[config.mk]
export PLATFORM = sky130hd
export DESIGN_NAME = align_mantissas
export DESIGN_NICKNAME = d
export VERILOG_FILES = /design/src/rtl/align_mantissas.sv
export SDC_FILE = /design/constraint.sdc
export NUM_CORES = 1
export LEC_CHECK = 0
export ABC_AREA = 1
export BUFFER_PORTS_ARGS = -buffer_cell sky130_fd_sc_hd__buf_2
export CELL_PAD_IN_SITES_DETAIL_PLACEMENT = 1
export CELL_PAD_IN_SITES_GLOBAL_PLACEMENT = 1
export CORE_MARGIN = 5
export CORE_UTILIZATION = 38
export CTS_CLUSTER_DIAMETER = 100
export DETAILED_ROUTE_END_ITERATION = 12
export PLACE_DENSITY = 0.87
export SLEW_MARGIN = 20
export SYNTH_ARGS = -nofsm -noshare
export SYNTH_HDL_FRONTEND = slang
export SYNTH_SLANG_ARGS = --single-unit
[constraint.sdc]
create_clock -name clk -period 2 [get_ports clk]
set_clock_uncertainty 0.15 [all_clocks]
set_input_delay 0.4 -clock clk [delete_from_list [all_inputs] [get_ports clk]]
set_output_delay 0.4 -clock clk [all_outputs]
set_load 0.01 [all_outputs]
[src/rtl/align_mantissas.sv]
// Aligns the smaller-exponent significand and adds/subtracts it. Latency k+2 edges, k=min(diff,14).
// One transaction in flight: in_ready only in IDLE, result held in DONE until out_ready. Option: ALIGN_GRS_EN.
module align_mantissas (
  input  logic        clk,
  input  logic        rst_n,
  input  logic        in_valid,
  output logic        in_ready,
  input  logic        in_sub,
  input  logic [4:0]  in_diff,
  input  logic [4:0]  in_exp,
  input  logic [10:0] in_siga,
  input  logic [10:0] in_sigb,
  output logic        out_valid,
  input  logic        out_ready,
  output logic [11:0] out_sum,
  output logic        out_neg,
  output logic [4:0]  out_exp,
  output logic [2:0]  out_grs
);

`ifdef ALIGN_GRS_EN
  localparam int EXT = 3;
`else
  localparam int EXT = 0;
`endif
  localparam int BW = 11 + EXT;
  localparam int RW = 12 + EXT;

  typedef enum logic [1:0] {IDLE, SHIFT, ADD, DONE} state_t;

  state_t          state_q, state_d;
  logic [3:0]      k_q, k_d;
  logic            sub_q, sub_d;
  logic [4:0]      exp_q, exp_d;
  logic [10:0]     a_q, a_d;
  logic [BW-1:0]   b_q, b_d;
  logic [11:0]     sum_q, sum_d;
  logic            neg_q, neg_d;
  logic [4:0]      oexp_q, oexp_d;
  logic [2:0]      grs_q, grs_d;

  logic [3:0]      k_load;
  logic [BW-1:0]   b_shr;
  logic [RW-1:0]   a_ext, b_ext, raw, mag;
  logic            lt;
  logic [11:0]     sum_n;
  logic [2:0]      grs_n;

  assign k_load = (in_diff > 5'd14) ? 4'd14 : in_diff[3:0];

`ifdef ALIGN_GRS_EN
  // Bit 0 is the sticky position: anything shifted past it is ORed in, never lost.
  assign b_shr = {1'b0, b_q[BW-1:2], b_q[1] | b_q[0]};
`else
  assign b_shr = b_q >> 1;
`endif

  assign a_ext = RW'(a_q) << EXT;
  assign b_ext = RW'(b_q);
  assign lt    = a_ext < b_ext;
  assign raw   = sub_q ? (a_ext - b_ext) : (a_ext + b_ext);
  assign mag   = (sub_q && lt) ? (b_ext - a_ext) : raw;

`ifdef ALIGN_GRS_EN
  assign sum_n = mag[RW-1:3];
  assign grs_n = mag[2:0];
`else
  assign sum_n = mag;
  assign grs_n = 3'b000;
`endif

  assign in_ready  = (state_q == IDLE);
  assign out_valid = (state_q == DONE);
  assign out_sum   = sum_q;
  assign out_neg   = neg_q;
  assign out_exp   = oexp_q;
  assign out_grs   = grs_q;

  always_comb begin
    state_d = state_q;
    k_d     = k_q;
    sub_d   = sub_q;
    exp_d   = exp_q;
    a_d     = a_q;
    b_d     = b_q;
    sum_d   = sum_q;
    neg_d   = neg_q;
    oexp_d  = oexp_q;
    grs_d   = grs_q;
    case (state_q)
      IDLE: begin
        if (in_valid) begin
          sub_d   = in_sub;
          exp_d   = in_exp;
          a_d     = in_siga;
          b_d     = BW'(in_sigb) << EXT;
          k_d     = k_load;
          state_d = (k_load == 4'd0) ? ADD : SHIFT;
        end
      end
      SHIFT: begin
        b_d = b_shr;
        k_d = k_q - 4'd1;
        if (k_q == 4'd1) state_d = ADD;
      end
      ADD: begin
        sum_d   = sum_n;
        neg_d   = sub_q && lt;
        oexp_d  = exp_q;
        grs_d   = grs_n;
        state_d = DONE;
      end
      DONE: begin
        if (out_ready) state_d = IDLE;
      end
      default: state_d = IDLE;
    endcase
  end

  always_ff @(posedge clk or negedge rst_n) begin
    if (!rst_n) begin
      state_q <= IDLE;
      k_q     <= '0;
      sub_q   <= 1'b0;
      exp_q   <= '0;
      a_q     <= '0;
      b_q     <= '0;
      sum_q   <= '0;
      neg_q   <= 1'b0;
      oexp_q  <= '0;
      grs_q   <= '0;
    end else begin
      state_q <= state_d;
      k_q     <= k_d;
      sub_q   <= sub_d;
      exp_q   <= exp_d;
      a_q     <= a_d;
      b_q     <= b_d;
      sum_q   <= sum_d;
      neg_q   <= neg_d;
      oexp_q  <= oexp_d;
      grs_q   <= grs_d;
    end
  end

endmodule

* Word-level counts from Yosys, hierarchy flattened
Cells that the tools add are included.
** Storage, ports and cells
- Register bits :: 52
- Latch bits :: 0
- Bits in writable memories :: 0
- Bits in read-only memories :: 0
- Bits of input ports :: 37
- Logic and storage cells :: 41
- Memories :: 0
** Cells by class
- Add/subtract/negate cells :: 4
- $mul :: 0
- Divide/modulo/power cells :: 0
- Order comparisons :: 2
- Equal/unequal tests :: 7
- Shift-type cells :: 0
- Mux-type cells :: 12
- Bitwise gates (word level) :: 0
- Reductions and logical operators :: 7
** Operators by type and width (count)
- $mux W12 :: 2
- $sub A11 B11 Y12 :: 2
- $pmux W11 S2 :: 1
- $add A11 B11 Y12 :: 1
- $lt A11 B11 Y1 :: 1
- $mux W11 :: 1
- $mux W2 :: 4
- $mux W4 :: 2
- $pmux W2 S4 :: 1
- $pmux W4 S2 :: 1
- $gt A5 B4 Y1 const B :: 1
- $eq A2 B2 Y1 const B :: 2
- $eq A4 B1 Y1 const B :: 1
- $logic_not A4 Y1 :: 1
- $ne A2 B2 Y1 const B :: 2
- $reduce_and A2 Y1 :: 2
- $sub A4 B1 Y4 const B :: 1
- $reduce_and A3 Y1 :: 1
- $eq A2 B1 Y1 const B :: 1
- $logic_not A2 Y1 :: 1
- $ne A2 B1 Y1 const B :: 1
- $reduce_bool A2 Y1 :: 1
- $logic_and A1 B1 Y1 :: 1

* Logic depth before layout (Yosys ltp)
- Depth after elaboration :: 6
- Depth in mapped cells :: 17
- Mapped depth without buffers :: 16

* Worst setup path before layout
OpenSTA, ideal clock, no wires.
- Path type :: reg2reg
- Start point :: register a_q[0]
- End point :: register sum_q[7] (netlist: out_sum[7])
- Library setup time :: 0.117 ns
- Data arrival time :: 1.753 ns
- Data required time :: 1.733 ns
- Slack :: -0.020 ns
- Cell stages (with the launch flop) :: 15
- Path buffers :: 1
- Clock period less this slack :: 2.020 ns
- Cell sequence :: dfrtp_1 -> inv_1 -> ha_1 -> fa_1 -> inv_1 -> nand3_1 -> nand3_2 -> nand2_4 -> nand2_4 -> buf_8 -> nand2_4 -> nand2_2 -> nand2_1 -> nand3_1 -> nand2_1
** Between the ends
- Longest elaborated chain between the ends :: 3
- Elaborated cells on any way between the ends :: 7
- Those cells by class :: 3 x add/sub; 1 x order compare; 2 x mux; 1 x reduce/logical
** Ends and longest elaborated chain
- from (decl) :: line 35 : logic [10:0] a_q, a_d;
- from (signal assigned) :: line 126 : a_q <= '0;
- from (signal assigned) :: line 137 : a_q <= a_d;
- $add A11 B11 Y12 (tied with other cells) :: line 61 : assign raw = sub_q ? (a_ext - b_ext) : (a_ext + b_ext);
- $mux W12 or $logic_and A1 B1 Y1 (tied branches) :: line 61, 62
- $mux W12 (*) :: line 62 : assign mag = (sub_q && lt) ? (b_ext - a_ext) : raw;
- to (signal assigned) :: line 139 : sum_q <= sum_d;
- to (decl) :: line 37 : logic [11:0] sum_q, sum_d;
Mark *: on every way between the ends. The rest lies on a longest branch, timed or not.
A chain may end at the register's enable or synchronous reset.

* Worst setup path in the final report
- Start point :: register a_q[7]
- End point :: register sum_q[8] (netlist: out_sum[8])
The elaborated chain is that of the path after synthesis.

==> results.cfg <==
[flow_run]
cap_violations = 0

[route]
drc_violation_count_after_routing = 0
violation_count_after_the_first_detailed_routing_iteration = 329
drt-wirelength-per-cell_um = 20.5
via_per_inst = 5.38
tritonroute_pass_1_iters = 5
num_vias = 4725
postRouteAntennaNets = 0
drt_wl_total_um = 18000

[worst_setup_path]
cp_data_arrival_time_ns = 2.44
cpMostUsedCell = sky130_fd_sc_hd__nand2_1
timing.critical_path.required_ns = 2.08
worst_path_bufs_invs = 2
cpLargestDelayFamily = simple AND/OR/NAND/NOR gates
critical-path-max-stage-delay_ns = 0.41
timing.critical_path.from_type = register
cp_max_fo = 5
worstSetupEndpointType = register
setup.worst_path.class = reg2reg
crit_chain = inv_1 > ha_4 > nand2_2 > buf_4 > nor2_1 > nor2_1 > nand2_1 > nand2_1 > nand2_1 > nand2_1 > nand2_1 > nand2_1 > nand2_1 > nand2_1 > nand2_1
timing.critical_path.slowest_stage_cell = sky130_fd_sc_hd__dfrtp_1

[sta]
post-route-min-period_ns = 2.36
finalMaxSlewViolations = 0
final_min_period_over_clock_period_pct = 118
worst_slack_ns = -0.364
grt_setup_unrepaired = true
setup_violations = 12
whs_ns = 0.105
max_freq_mhz = 423
hold_viol = 0

[clock_tree]
cts_root_buf = sky130_fd_sc_hd__clkbuf_8
cts_tree = done
cts-root-to-sink-buffers = 2
number_of_clock_buffers_inserted_by_tritoncts = 5
clk_latency_ns = 0.33
cts.sinks = 52
htree_levels = 2
cts.clk_slew.worst_paths_ns = 0.11

[global_route]
grt_antenna_before_repair = 0
grt_start_max_net_pins = 53
grt_use_total_pct = 23.2
globalRouteOverflowTotal = 0
grt_first_pass_wirelength_um = 24500
grt_pass1_vias = 4836

[floorplan]
core_sq_um = 10900
design.portCount = 60
die-area_sq_um = 13300
die_h_um = 115
rows = 38
initial_utilization_pct = 38.8
die_w_um = 115

[cells_and_area]
antennaDiodeCount = 0
seq_area_sq_um = 1300
most_used_cells_in_the_layout_excluding_fill_and_tap_cells = sky130_fd_sc_hd__nand2_1 (173), sky130_fd_sc_hd__buf_4 (86), sky130_fd_sc_hd__buf_2 (57)
fillerInstances = 1371
multi_input_gate_area_in_the_final_layout_sq_um = 2900
area_delta_synth_final_pct = 39.4
num-nets-final = 817
layout.cells.most_common = sky130_fd_sc_hd__nand2_1
drive_above_1_share_pct = 38.2
stdcell_area_sq_um = 5890

[yosys]
post-synth-top-area-cell = sky130_fd_sc_hd__dfrtp_1
ys_seq_area_share_pct = 30.8
synth.top_cells.by_area = sky130_fd_sc_hd__dfrtp_1 (31%), sky130_fd_sc_hd__nand2_1 (18%), sky130_fd_sc_hd__ha_1 (12%)
dominantRegCellSynth = sky130_fd_sc_hd__dfrtp_1
number_of_synthesized_register_bits = 52
synthesis.instances = 597
synth_top_area_share_pct = 30.8
synth_enable_flop_cells = 0
post_synth_instance_area_sq_um = 4220
syn_area_per_cell_sq_um = 7.08
synth_warnings = 0
synth.distinct_cells = 41
synth-async-reset-ratio_pct = 100

[place]
place.port_buffers = 56
routabilityCongestion = 0.888
pre_cts_ws_ns = -0.291
placedInstanceArea_sq_um = 5150
hpwl_after_detailed_placement_um = 11100

[outcome]
outcome = complete, but fails checks
failed_checks = setup timing

[min_path]
hold_path.class = in2reg
==> final timing paths <==
kind                                   from     endpoint  slack, ns  cells after the start
worst max-delay path                 a_q[7]   out_sum[8]      -0.36                     15
worst max register to register       a_q[7]   out_sum[8]      -0.36                     15
max in group asynchronous             rst_n       a_q[1]       0.95                      3
min in group asynchronous             rst_n       a_q[2]       0.44                      3
worst min register to register  out_sum[10]  out_sum[10]       0.33                      2
worst min-delay path              in_exp[0]     exp_q[0]       0.11                      3
==> layer usage <==
metal	GRT usage (%)	wire, um
met1	29.6	7410
met5	0	0
met3	2.51	703
met4	6.89	871
met2	41.5	9050
==> sequential cells by signal, summed over array words and instances (netlist names) <==
register and flops:
a_q 11, b_q 11, exp_q 5, k_q 4
out_exp 5, out_neg 1, out_sum 12, state_q 2
sub_q 1
==> metrics by stage <==
stage	utilization, %	TNS [ns]	cells
detailed placement	47.3	-2.66	848
global route	54.1	-2.73	879
floorplan	-	0	599
global placement	47.3	-2.40	848
CTS	50.5	-0.787	861
finish	54.1	-1.61	879
==> cells by family (layout without fill, tap and decap cells) <==
kind of cell / Yosys count / count (layout) / synth area share [%]
flops: 52 / 52 / 30.8
compound gates: 92 / 92 / 12.5
simple gates: 296 / 296 / 30.2
fa+ha+maj: 42 / 42 / 13.0
other cells: 1 / 3 / 0.0888
xor+xnor: 12 / 12 / 2.49
buf+inv: 102 / 242 / 10.9
==> area by class of cell <==
type / count / share of cell area (%)
clock buffers: 5 / 1.17
well taps: 140 / 2.97
multi-input cells: 445 / 49.3
flip-flops and latches: 52 / 22.1
repair buffers: 158 / 19.1
inverters: 76 / 4.93
clock inverters: 3 / 0.361
==> worst min-delay path, stage by stage <==
cell and delay [ns]:
sky130_fd_sc_hd__buf_2 0.07, sky130_fd_sc_hd__nand2_1 0.04, sky130_fd_sc_hd__nand2_1 0.05
==> Yosys cell counts, types with 2 or more instances <==
cell	count
sky130_fd_sc_hd__buf_6	5
sky130_fd_sc_hd__clkbuf_1	9
sky130_fd_sc_hd__ha_1	39
sky130_fd_sc_hd__a22oi_1	2
sky130_fd_sc_hd__o21ai_1	2
sky130_fd_sc_hd__a31oi_1	8
sky130_fd_sc_hd__inv_2	2
sky130_fd_sc_hd__nand3_1	36
sky130_fd_sc_hd__nor3_1	6
sky130_fd_sc_hd__buf_2	5
sky130_fd_sc_hd__nand4_1	3
sky130_fd_sc_hd__xor2_1	10
sky130_fd_sc_hd__a21oi_1	17
sky130_fd_sc_hd__o21bai_1	4
sky130_fd_sc_hd__inv_1	73
sky130_fd_sc_hd__fa_1	3
sky130_fd_sc_hd__nand3b_1	2
sky130_fd_sc_hd__dfrtp_1	52
sky130_fd_sc_hd__o21ai_0	44
sky130_fd_sc_hd__buf_4	5
sky130_fd_sc_hd__nor2_1	34
sky130_fd_sc_hd__nand2_2	6
sky130_fd_sc_hd__xnor2_1	2
sky130_fd_sc_hd__nand2_1	198
sky130_fd_sc_hd__nand2_4	4
sky130_fd_sc_hd__o211ai_1	11
==> repair_timing <==
action,4_1_cts,5_1_grt
resized for setup,57,70
pin swaps,16,21
buffers inserted,4,18
hold buffers,1,0
endpoints found under the setup margin,12,32
gates cloned,0,1
endpoints found under the hold margin,52,0
Power is left out: the tool's default activity adds up to more than one toggle a clock period on the data nets, which glitch-free logic cannot reach.
